--- src/rtl/cwp_window_ctrl.sv ---
// Register-window controller: owns CWP and WIM, sequences SAVE/RESTORE/WRCWP and
// resolves window conflicts by trapping, or by spill/fill when CWP_AUTOSPILL_EN is defined.
module cwp_window_ctrl #(
   parameter int NWIN = 8,
   localparam int CW = $clog2(NWIN)
) (
   input  logic            clk,
   input  logic            reset,
   input  logic            op_valid,
   output logic            op_ready,
   input  logic [1:0]      op_kind,
   input  logic [CW-1:0]   op_wdata,
   input  logic            wim_we,
   input  logic [NWIN-1:0] wim_wdata,
   output logic [CW-1:0]   cwp,
   output logic [CW-1:0]   cwp_p1,
   output logic [CW-1:0]   cwp_m1,
   output logic [NWIN-1:0] wim,
   output logic            trap_valid,
   output logic [1:0]      trap_kind,
   input  logic            trap_ack,
   output logic            xfer_req,
   output logic            xfer_dir,
   output logic [CW-1:0]   xfer_win,
   input  logic            xfer_done
);

   typedef enum logic [1:0] {
      ST_IDLE = 2'b00,
      ST_TRAP = 2'b01,
      ST_XFER = 2'b10
   } state_t;

   localparam logic [1:0] OP_SAVE    = 2'b01;
   localparam logic [1:0] OP_RESTORE = 2'b10;
   localparam logic [1:0] OP_WRCWP   = 2'b11;
   localparam logic [1:0] TK_NONE    = 2'b00;
   localparam logic [1:0] TK_OVF     = 2'b01;
   localparam logic [1:0] TK_UNF     = 2'b10;
   localparam logic [CW-1:0]   CW_ONE  = CW'(1'b1);
   localparam logic [NWIN-1:0] WIM_RST = NWIN'(2'b10);

   function automatic logic [NWIN-1:0] onehot(input logic [CW-1:0] idx);
      onehot = NWIN'(1'b1) << idx;
   endfunction

   state_t          state_r, state_n;
   logic [CW-1:0]   cwp_r, cwp_n;
   logic [NWIN-1:0] wim_r, wim_n;
   logic            trap_valid_r, trap_valid_n;
   logic [1:0]      trap_kind_r, trap_kind_n;
   logic [CW-1:0]   cwp_p1_s, cwp_m1_s, target_s;
   logic [NWIN-1:0] ewim_s;
   logic            conflict_s, restore_s;

   assign cwp_p1_s   = cwp_r + CW_ONE;
   assign cwp_m1_s   = cwp_r - CW_ONE;
   assign cwp        = cwp_r;
   assign cwp_p1     = cwp_p1_s;
   assign cwp_m1     = cwp_m1_s;
   assign wim        = wim_r;
   assign op_ready   = (state_r == ST_IDLE);
   assign trap_valid = trap_valid_r;
   assign trap_kind  = trap_kind_r;

`ifdef CWP_AUTOSPILL_EN
   logic            xfer_req_r, xfer_req_n;
   logic            xfer_dir_r, xfer_dir_n;
   logic [CW-1:0]   xfer_win_r, xfer_win_n;

   assign xfer_req = xfer_req_r;
   assign xfer_dir = xfer_dir_r;
   assign xfer_win = xfer_win_r;
`else
   logic            unused_xfer_done;

   assign unused_xfer_done = xfer_done;
   assign xfer_req = 1'b0;
   assign xfer_dir = 1'b0;
   assign xfer_win = '0;
`endif

   // Next-state logic: accepts ops in IDLE, waits for ack/done in TRAP/XFER
   always_comb begin
      state_n      = state_r;
      cwp_n        = cwp_r;
      wim_n        = wim_r;
      trap_valid_n = trap_valid_r;
      trap_kind_n  = trap_kind_r;
`ifdef CWP_AUTOSPILL_EN
      xfer_req_n   = xfer_req_r;
      xfer_dir_n   = xfer_dir_r;
      xfer_win_n   = xfer_win_r;
`endif
      ewim_s       = wim_we ? wim_wdata : wim_r;
      target_s     = cwp_m1_s;
      conflict_s   = 1'b0;
      restore_s    = 1'b0;
      case (state_r)
         ST_IDLE: begin
            wim_n = ewim_s;
            if (op_valid) begin
               case (op_kind)
                  OP_SAVE: begin
                     target_s = cwp_m1_s;
                     if (ewim_s[cwp_m1_s]) begin
                        conflict_s = 1'b1;
                     end else begin
                        cwp_n = cwp_m1_s;
                     end
                  end
                  OP_RESTORE: begin
                     target_s  = cwp_p1_s;
                     restore_s = 1'b1;
                     if (ewim_s[cwp_p1_s]) begin
                        conflict_s = 1'b1;
                     end else begin
                        cwp_n = cwp_p1_s;
                     end
                  end
                  OP_WRCWP: cwp_n = op_wdata;
                  default:  cwp_n = cwp_r;
               endcase
               // A conflicting op is dropped for trap or parked for spill/fill
               if (conflict_s) begin
`ifdef CWP_AUTOSPILL_EN
                  state_n    = ST_XFER;
                  xfer_req_n = 1'b1;
                  xfer_dir_n = restore_s;
                  xfer_win_n = target_s;
`else
                  state_n      = ST_TRAP;
                  trap_valid_n = 1'b1;
                  trap_kind_n  = restore_s ? TK_UNF : TK_OVF;
`endif
               end else begin
                  state_n = ST_IDLE;
               end
            end else begin
               state_n = ST_IDLE;
            end
         end
         ST_TRAP: begin
            if (trap_ack) begin
               state_n      = ST_IDLE;
               trap_valid_n = 1'b0;
            end else begin
               state_n = ST_TRAP;
            end
         end
         ST_XFER: begin
`ifdef CWP_AUTOSPILL_EN
            if (xfer_done) begin
               wim_n      = onehot(xfer_dir_r ? (xfer_win_r + CW_ONE) : (xfer_win_r - CW_ONE));
               cwp_n      = xfer_win_r;
               xfer_req_n = 1'b0;
               state_n    = ST_IDLE;
            end else begin
               state_n = ST_XFER;
            end
`else
            state_n = ST_IDLE;
`endif
         end
         default: state_n = ST_IDLE;
      endcase
   end

   // State and output registers with synchronous reset
   always_ff @(posedge clk) begin
      if (reset) begin
         state_r      <= ST_IDLE;
         cwp_r        <= '0;
         wim_r        <= WIM_RST;
         trap_valid_r <= 1'b0;
         trap_kind_r  <= TK_NONE;
`ifdef CWP_AUTOSPILL_EN
         xfer_req_r   <= 1'b0;
         xfer_dir_r   <= 1'b0;
         xfer_win_r   <= '0;
`endif
      end else begin
         state_r      <= state_n;
         cwp_r        <= cwp_n;
         wim_r        <= wim_n;
         trap_valid_r <= trap_valid_n;
         trap_kind_r  <= trap_kind_n;
`ifdef CWP_AUTOSPILL_EN
         xfer_req_r   <= xfer_req_n;
         xfer_dir_r   <= xfer_dir_n;
         xfer_win_r   <= xfer_win_n;
`endif
      end
   end

endmodule

--- config.mk ---
export PLATFORM = sky130hd
export DESIGN_NAME = cwp_window_ctrl
export DESIGN_NICKNAME = d
export VERILOG_FILES = /design/src/rtl/cwp_window_ctrl.sv
export SDC_FILE = /design/constraint.sdc
export NUM_CORES = 1
export LEC_CHECK = 0
export CAP_MARGIN = 30
export CORE_UTILIZATION = 55
export DETAILED_ROUTE_END_ITERATION = 8
export DONT_BUFFER_PORTS = 1
export PLACE_DENSITY = 0.7
export SETUP_SLACK_MARGIN = 0.02
export SYNTH_ARGS = -nofsm -noshare
export SYNTH_HDL_FRONTEND = slang
export SYNTH_SLANG_ARGS = --single-unit
--- constraint.sdc ---
create_clock -name clk -period 3.9 [get_ports clk]
set_clock_uncertainty 0.15 [all_clocks]
set_input_delay 0.78 -clock clk [delete_from_list [all_inputs] [get_ports clk]]
set_output_delay 0.78 -clock clk [all_outputs]
set_load 0.005 [all_outputs]
* Word level (Yosys, flattened, before mapping)
Cells that the tools add are included.
Word-level totals: input bits 19, register bits 16
Cells by class: add/subtract/negate cells 2, reduce and logical (&&, ||, !) cells 6, order comparisons 2, equality and inequality tests 9, muxes and demuxes 25
Operators by type and width (count):
- $mux W1 | 14
- $pmux W3 S3 | 1
- $lt A3 B4 Y1 const B | 2
- $mux W8 | 1
- $ne A2 B2 Y1 const B | 4
- $bmux W1 S3 | 2
- $mux W3 | 2
- $reduce_and A5 Y1 | 1
- $eq A2 B1 Y1 const B | 2
- $eq A2 B2 Y1 const B | 2
- $mux W2 | 2
- $pmux W1 S2 | 2
- $pmux W2 S2 | 1
- $reduce_and A4 Y1 | 1
- $add A3 B1 Y3 const B | 1
- $reduce_and A3 Y1 | 1
- $reduce_bool A3 Y1 | 1
- $sub A3 B1 Y3 const B | 1
- $logic_not A2 Y1 | 1
- $ne A2 B1 Y1 const B | 1
- $reduce_bool A2 Y1 | 1

* Depth between registers and ports, before layout
Gate-level depths: netlist of the first run.
depth after elaboration 10, gate-level depth with buffers 8, depth with buffers taken out 8

* Worst setup path before layout of the first run
Ideal clock, no wire load.
path type reg2reg, start register cwp_r[0], in the netlist cwp[0], end register trap_kind_r[0], in the netlist trap_kind[0], setup time 123 ps, data required time 3627 ps, setup slack 1250 ps, cell stages (with the launch flop) 9, buffers on the path 0, arrival 2377 ps, clock period less this slack 2650 ps, cell sequence dfxtp_1 -> inv_1 -> ha_1 -> or2_2 -> a2bb2o_4 -> or4_4 -> o41a_4 -> a21oi_2 -> mux2_1
On the way: cells in the longest elaborated chain, start to end 8, elaborated cells between the ends (all ways) 12
RTL lines:
- from (decl) | RTL line 48 | logic [CW-1:0] cwp_r, cwp_n;
- from (signal assigned) | RTL line 184 | cwp_r <= cwp_n;
- $sub A3 B1 Y3 | RTL line 57 | assign cwp_m1_s = cwp_r - CW_ONE;
- via cwp_m1[0] | RTL line 17 | output logic [CW-1:0] cwp_m1,
- $bmux W1 S3 | RTL line 106 | if (ewim_s[cwp_m1_s]) begin
- $mux W1 (implied by the code) | RTL line 106
- $mux W1 | RTL line 106
- $pmux W1 S2 | RTL line 103 | case (op_kind)
- $mux W1 | RTL line 102 | if (op_valid) begin
- $mux W1 | RTL line 99 | case (state_r)
- $reduce_and A3 Y1 (no line)
- to (signal assigned) | RTL line 187 | trap_kind_r <= trap_kind_n;
- to (decl) | RTL line 51 | logic [1:0] trap_kind_r, trap_kind_n;
The timed path passes the listed nets, and every way through them passes these cells. The select of a mux whose other input is x is not followed. A chain may end at the register's enable or synchronous reset.

* Final worst setup path of the first run
Same ends and word-level chain as after synthesis.

==> metrics.txt, run 1 <==
setup violators final 0; Crit Path Class register to register; Pint 285 uW; P_sw roughly 170 uW; row count 15; Die X roughly 47 um; Initial Util between 60% and 70%; ant diodes 0; status finished clean; clk root buf clkbuf_4; hold_buf cts 0; final worst-path setup slack roughly 950 ps; cell area after synthesis roughly 1100 sq um; Clk pwr share about a fifth; Setup crit start cwp[0]; Area growth syn-to-layout 0.802%; initial antenna violation count 0; First-pass DRT Iterations 6; routed vias between 800 and 900; total power divided by cell area 410 nW/um^2; final wirelength ~2200 um; CTS Sinks 15; gr ovfl total 0; CTS tree done; DR vias/cell between 5 and 6; average size of a mapped cell 8.27 sq um; Fillers between 150 and 200; worst flop-to-flop path startpoint cwp[0]; DRT iter0 DRCs 16; register area share after synthesis approximately 28%; Setup Buffers After CTS 0; first-pass GRT wire length approximately 3400 um; slew margin rel. a little over three fifths; Cell Area, Placed ~1100 sq um; Avg WL per Cell 13.8 um; Final Hold Viols 0; TNS Setup 0 ps; fin. max-slew vios 0; startpoint types register; Mapped Cells between 100 and 150; fin crit share 75.7%; Post-synth ARST share 0%; layout cells sized above 1 about 13%; post_cts resized 0; # H-tree levels 1; Synthesis Warnings 0; die area between 2000 and 2500 sq um; fin util roughly three fifths; core area 1800 sq um; Tot Pwr 451 uW; RSZ-0062 raised after global routing no; Hold Crit Start trap_valid; Post-synth EDFFs 0; maximum clock rate between 300 and 400 MHz; routability cong. 0.739; Tightest Pin Transition ~560 ps; Worst Hold Slack 330 ps; Post-synth top flop dfxtp_1; placed wire-length estimate around 1700 um; Non-Filler Instances roughly 160; Synth cell types 39; #FFs+latches synth 15; Flop pwr share between 40% and 50%; Finished Cell Area approximately 1100 sq um; maximum vdd drop 232 uV; ANT nets after route 0; Bufs on Longest Clock Path 2; combinational share of power between 30% and 40%; final net count 157; max_cap viols 0; DIE HEIGHT 46.5 um; TritonCTS buffer count 3; min cycle time layout around 3000 ps; Critical Path End Type register; crit path DAT ~3000 ps; Placed Cells approximately 150; Place WS around 970 ps; Leakage 0.448 nW; crit-path max FO 9; Clock Latency Late Sink 280 ps; class of the worst hold path register to register; residual DRC count 0; port bufs 0; Sw Ratio a little under two fifths; Ports 45; CP Data Required Time 3920 ps; largest net degree at the start of global routing 18; vias in the first global route ~800; Total GRT Usage about 22%; Reg clk slew, reported paths around 90 ps
## worst max-delay path: stages, from the launching register on
cell and delay [ps]:
dfxtp_1 480, inv_1 190, ha_1 500, or2_2 210
a2bb2o_4 210, or4_4 420, o41a_4 150, a21oi_2 200
mux2_1 330
## cell families (layout without fill, tap and decap cells)
logic type / Yosys count / in the layout / synth area share (%)
xor+xnor: 2 / 2 / 2.29
fa+ha+maj: 6 / 6 / 6.88
other cells: 1 / 5 / 0.344
flops: 15 / 15 / 27.5
compound gates: 27 / 27 / 19.7
mux: 10 / 10 / 10.4
buf+inv: 18 / 13 / 8.94
simple gates: 53 / 53 / 23.9
## power groups by stage
stage / Sequential (mW) / Clock, mW / Combinational [mW]
4_1_cts: 0.186 / 0.0940 / 0.174
3_5_place_dp: 0.190 / 0 / 0.173
5_1_grt: 0.190 / 0.100 / 0.195
3_3_place_gp: 0.189 / 0 / 0.168
2_1_floorplan: 0.186 / 0 / 0.157
6_report: 0.186 / 0.0907 / 0.174
## layer usage
| layer | share of wire, % | up-vias | global-route usage (%) |
|---|---|---|---|
| met1 | 44 | 409 | 27.6 |
| met2 | 47 | 39 | 34.7 |
| met5 | 0 | - | 0 |
| li1 | - | 438 | - |
| met4 | 0.88 | 0 | 9.41 |
| met3 | 7.8 | 4 | 7.45 |
## cell type report
type | instances | area (sq um) | area share, %
inverter | 9 | 33.8 | 3.07
tap | 25 | 31.3 | 2.84
sequential | 15 | 300 | 27.3
multi-input combinational | 103 | 708 | 64.4
clock buffer | 4 | 26.3 | 2.39
## worst paths after layout
path / endpoint / slack [ps] / cells after the start
max: trap_kind[0] / 950 / 8
min: trap_valid / 330 / 2
max reg2reg: trap_kind[0] / 950 / 8
min reg2reg: trap_valid / 330 / 2
## synth_stat cells (2+ instances only)
library cell / number / area share [%]
dfxtp_1: 15 / 28
mux2i_1: 2 / 1.8
a21oi_1: 11 / 5.0
nand2b_1: 6 / 3.4
o22ai_1: 3 / 1.7
nor2_1: 10 / 3.4
buf_4: 6 / 4.1
clkbuf_1: 2 / 0.69
ha_1: 6 / 6.9
a31oi_1: 3 / 1.7
inv_1: 9 / 3.1
mux2_2: 3 / 3.1
mux2_1: 4 / 4.1
nand2_1: 23 / 7.9
nor2b_1: 5 / 2.9
## sequential cells by signal (all words and copies together) (netlist names)
register / flops
cwp: 3
state_r: 1
trap_kind: 2
trap_valid: 1
wim: 8
## cell usage in the layout (no fill, tap or decap), types with 2 or more instances in the layout
| master | count |
|---|---|
| a21oi_1 | 11 |
| a31oi_1 | 3 |
| clkbuf_4 | 3 |
| conb_1 | 5 |
| dfxtp_1 | 15 |
| ha_1 | 6 |
| inv_1 | 9 |
| mux2_1 | 4 |
| mux2_2 | 3 |
| mux2i_1 | 2 |
| nand2_1 | 23 |
| nand2b_1 | 6 |
| nor2_1 | 10 |
| nor2b_1 | 5 |
| o22ai_1 | 3 |
(Power assumes the default switching activity.)
==> run 2, diff against run 1 <==
Settings changed: PLACE_DENSITY 0.7 to 0.73.
Clock period 3.9 ns to 2.4 ns, I/O delays scaled along.
==> metrics.txt, run 2 (same netlist as run 1, synthesis figures left out) <==
# H-tree levels 1 (unchanged); residual DRC count 0 (unchanged); status finished clean; Tightest Pin Transition 597 ps (+38.1 ps); Crit path largest cell delay 420 ps (-80 ps); Crit Path Class register to register; Top delay family on crit path simple AND/OR/NAND/NOR gates; core area 1800 sq um (unchanged); Hold Crit Start reset; gr ovfl total 0 (unchanged); Clock Latency Late Sink 290 ps (about the same); total power divided by cell area 683 nW/um^2 (+66%); class of the worst hold path primary input to register; min cycle time layout 2390 ps (-564 ps); Non-Filler Instances 165 (+5.8%); initial antenna violation count 0 (unchanged); max reg flops 8 (unchanged); clk root buf clkbuf_4; fin. max-slew vios 0 (unchanged); maximum vdd drop 392 uV (+69%); ANT nets after route 0 (unchanged); ant diodes 0 (unchanged); final net count 166 (+5.7%); max_cap viols 0 (unchanged); worst flop-to-flop path startpoint cwp[0]; most common cell after layout, fill and taps aside nand2_1; routability cong. 0.782 (+5.8%); DRT iter0 DRCs 21 (+5); setup violators final 0 (unchanged); TritonCTS buffer count 3 (unchanged); Die X 46.5 um (unchanged); Leakage 0.503 nW (+12%); largest net degree at the start of global routing 18 (unchanged); CP Data Required Time 2440 ps (-1480 ps); Buf+Inv Stages, Crit Path 1 (unchanged); Critical Path End Type register; die area 2170 sq um (unchanged); maximum clock rate 419 MHz (+24%); Bufs on Longest Clock Path 2 (unchanged); Avg WL per Cell 15.1 um (+9.3%); port bufs 0 (unchanged); final wirelength 2500 um (+16%); RSZ-0062 raised after global routing yes; vias in the first global route 895 (+14%); crit-path max FO 6 (-3); Initial Util 60.6% (unchanged); Place WS 5.17 ps (-965 ps); Area growth syn-to-layout 11.5%; DR vias/cell 5.86 (+2.7%); Final Hold Viols 0 (unchanged); crit path DAT 2420 ps (-560 ps); placed wire-length estimate 1820 um (+7.4%); Worst Hold Slack 93.5 ps (-237 ps); Placed Cells 159 (+4.6%); TNS Setup 0 ps (unchanged); Ports 45 (unchanged); routed vias 967 (+8.7%); CTS tree done; most frequent cells in the layout nand2_1 (23), dfxtp_1 (13), a21oi_1 (11); slowest CP cell or4_4; final worst-path setup slack 13.6 ps (-936 ps); Reg clk slew, reported paths 90 ps (about the same); Setup crit start cwp[0]; layout cells sized above 1 24.3% (+11 points); first-pass GRT wire length 3720 um (+9.8%); startpoint types register; Total GRT Usage 24.6% (+2.3 points); First-pass DRT Iterations 4 (-2); crit-path cells inv_4 > ha_4 > or2_4 > a2bb2o_4 > or4_4 > o41a_4 > a21oi_4 > mux2_4; slew margin rel. 60.1% (-2.5 points); fin crit share 99.4% (+24 points); row count 15 (unchanged); DIE HEIGHT 46.5 um (unchanged); CTS Sinks 15 (unchanged)
## run 2: cell types whose count changed in the layout (fill, tap and decap cells not counted), sizes merged
cell / before / now
clkbuf: 4 / 3
clkinv: 0 / 1
buf: 0 / 9
## run 2: report_power, final
part / leakage, nW / total (mW) / internal (mW) / switching [mW]
logic: 0.361 / 0.380 / 0.186 / 0.193
registers: 0.124 / 0.302 / 0.275 / 0.0270
clock network: 0.0177 / 0.148 / 0.0620 / 0.0864
total: 0.503 / 0.830 / 0.524 / 0.307
## run 2: final timing paths
kind	to	slack, ps	cells past startpoint
min reg2reg	wim[5]	340	2
max	trap_kind[0]	10	8
min	cwp[2]	90	1
max reg2reg	trap_kind[0]	10	8
## run 2: cell type report
cell class | count | area, sq um
well taps | 25 | 31.3
inverters | 9 | 36.3
fillers | 165 | 586
clock buffers | 3 | 22.5
repair buffers | 9 | 67.6
multi-input cells | 103 | 748
clock inverters | 1 | 5.00
flip-flops and latches | 15 | 305
## run 2: per-layer routing
layer / track usage [%] / up-vias / wire [um]
li1: - / 458 / -
met4: 8.24 / 0 / 30
met1: 28.2 / 444 / 1030
met3: 10.6 / 8 / 243
met5: 0 / - / 0
met2: 40.3 / 57 / 1190
## run 2: through the flow
| step | util [%] | instance area, sq um | power [mW] |
|---|---|---|---|
| 2_1_floorplan | - | 1130 | 0.575 |
| 3_3_place_gp | 63.9 | 1150 | 0.639 |
| 3_5_place_dp | 63.9 | 1150 | 0.652 |
| 4_1_cts | 65.8 | 1190 | 0.803 |
| 5_1_grt | 67.5 | 1220 | 0.883 |
| 6_report | 67.5 | 1220 | 0.830 |
## run 2: repair_timing
item / CTS / global route
endpoints found under the setup margin: 1 / 3
gates resized for setup: 0 / 5
pin swaps: 1 / 1
setup buffers: 1 / 1
hold buffers: 0 / 0
==> run 3, diff against run 2 <==
Settings changed: ABC_AREA set to 1.
==> metrics.txt, run 3 <==
top cell type's share of synthesized area 29.3% (+1.8 points); core area 1730 sq um (-4.2%); fin. max-slew vios 0 (unchanged); Die X 45.1 um (-3.0%); flop2flop setup slack 400 ps (+380 ps); mux contribution to synthesized area 0% (-10 points); Synth Area in Compound Gates 12.5% (-7.3 points); routability cong. 0.805 (+3.1%); largest net degree at the start of global routing 18 (unchanged); placed wire-length estimate 1670 um (-8.2%); crit path DAT 2040 ps (-380 ps); layout cells sized above 1 10.8% (-13 points); row count 15 (unchanged); worst reg2reg endpoint trap_kind[0]; final wirelength 2170 um (-13%); Area growth syn-to-layout 2.32%; Initial Util 59.3% (-1.3 points); final net count 174 (+4.8%); Crit Path Class register to register; DIE HEIGHT 45.1 um (-3.0%); vias in the first global route 804 (-10%); Setup Buffers After CTS 0 (-1); TNS Setup 0 ps (unchanged); CTS Sinks 15 (unchanged); Synthesis Warnings 0 (unchanged); final worst-path setup slack 396 ps (+382 ps); crit-path max FO 7 (+1); total power divided by cell area 676 nW/um^2 (-1.0%); Ports 45 (unchanged); max reg flops 8 (unchanged); most common cell after layout, fill and taps aside nand2_1; cell area after synthesis 1020 sq um (-6.2%); routed vias 963 (-0.41%); most frequent cells in the layout nand2_1 (27), nand3_1 (26), inv_1 (20); Post-synth ARST share 0% (unchanged); gr ovfl total 0 (unchanged); status finished clean; Clock Latency Late Sink 280 ps (about the same); Tot Pwr 708 uW (-15%); #FFs+latches synth 15 (unchanged); Worst R2R Path Depth 10 (+2); DR vias/cell 5.57 (-5.0%); ANT nets after route 0 (unchanged); fin crit share 83.5% (-16 points); Total GRT Usage 22.6% (-2.0 points); Synth top cells by count nand2_1 (27), nand3_1 (26), inv_1 (20); CTS tree done; first-pass GRT wire length 3310 um (-11%); First-pass DRT Iterations 4 (unchanged); Avg WL per Cell 12.6 um (-17%); hold path depth 1 (unchanged); Mapped Cells 147 (+11%); Non-Filler Instances 173 (+4.8%); Leakage 0.548 nW (+9.0%); maximum clock rate 499 MHz (+19%); TritonCTS buffer count 3 (unchanged); die area 2040 sq um (-5.9%); average size of a mapped cell 6.96 sq um (-16%); Synth cell types 24 (-38%); Bufs on Longest Clock Path 2 (unchanged); DRT iter0 DRCs 12 (-43%); startpoint types register; Hold Crit Endpoint trap_kind[1]; # H-tree levels 1 (unchanged); setup violators final 0 (unchanged); max_cap viols 0 (unchanged); Hold Crit Start reset; Reg clk slew, reported paths 90 ps (about the same); clk root buf clkbuf_4; Placed Cells 169 (+6.3%); Synth area leaders dfxtp_1 (29%), nand3_1 (13%), nand2_1 (9.9%), ha_1 (7.3%), inv_1 (7.3%); residual DRC count 0 (unchanged); RSZ-0062 raised after global routing no; ant diodes 0 (unchanged); post-synthesis xor/xnor area fraction 2.44% (+0.15 points); Synth Area in Simple Gates 33.4% (+9.5 points); worst flop-to-flop path startpoint cwp[1]; post-synthesis adder-cell area fraction 7.33% (+0.45 points); Yosys top cell by area dfxtp_1; Final Hold Viols 0 (unchanged); Place WS 432 ps (+427 ps); CP Data Required Time 2440 ps (about the same); Critical Path End Type register; initial antenna violation count 0 (unchanged); largest family of logic cells by synthesized area simple AND/OR/NAND/NOR gates; post_cts resized 0 (unchanged); hold_buf cts 0 (unchanged); register area share after synthesis 29.3% (+1.8 points); Post-synth top flop dfxtp_1; most common cell in the netlist nand2_1; Post-synth EDFFs 0 (unchanged); class of the worst hold path primary input to register; port bufs 0 (unchanged); min cycle time layout 2000 ps (-382 ps); maximum vdd drop 369 uV (-5.9%)
## run 3: cell count changes in the layout (fill, tap and decap cells not counted), moves of 4 or more
cell      before  now
nand2b_1       5    0
nor2b_1        5    0
inv_1          8   20
nand3_1        1   26
o211ai_1       0    7
a21oi_1       11    7
nand3_2        0    5
nand2_1       23   27
buf_4          9    2
## run 3: cells by family after synthesis
logic type      Yosys count
fa+ha+maj                 6
other cells               1
flops                    15
xor+xnor                  2
simple gates             71
buf+inv                  32
compound gates           20
## run 3: layout make-up
| class | count | area (sq um) |
|---|---|---|
| fill | 189 | 679 |
| multi-input combinational | 104 | 588 |
| sequential | 15 | 300 |
| inverter | 23 | 86.3 |
| tap | 25 | 31.3 |
| clock buffer | 4 | 26.3 |
| timing repair buffer | 2 | 15.0 |
## run 3: worst max-delay path by stage
stage | cells after the start | from | endpoint
after floorplan | 10 | cwp[0] | trap_kind[0]
after global placement | 10 | cwp[1] | trap_kind[0]
after detailed placement | 10 | cwp[1] | trap_kind[0]
after CTS | 10 | cwp[1] | trap_kind[0]
after global routing | 10 | cwp[1] | trap_kind[1]
final | 10 | cwp[1] | trap_kind[0]
## run 3: power by group
part | leakage (nW) | internal, mW | switching (mW)
Clock | 0.0150 | 0.0645 | 0.0847
Sequential | 0.123 | 0.274 | 0.0247
Combinational | 0.410 | 0.0926 | 0.167
## run 3: per-layer routing
metal | wire length, um | GRT usage, % | part of all wire (%) | vias to the layer above
li1 | - | - | - | 478
met1 | 933 | 26.4 | 43 | 429
met2 | 991 | 36.8 | 46 | 50
met3 | 195 | 6.00 | 9.0 | 6
met4 | 51 | 13.3 | 2.3 | 0
met5 | 0 | 0 | 0 | -
## run 3: metrics by stage
step	area, sq um	util [%]	hold slack [ps]
after floorplan	1040	-	308
after global placement	1020	59.1	322
after detailed placement	1020	59.1	332
after CTS	1050	60.7	83.1
after global routing	1050	60.7	84.0
final	1050	60.7	91.7
## run 3: worst max-delay path: stages (launching register included)
cell and delay, ps:
dfxtp_1 380, inv_1 70, ha_1 380, inv_1 240, nand3_1 110, nand3_1 110, nand3_2 130, nand2_2 140
nand3_2 90, nand2_1 80, nor2_1 40
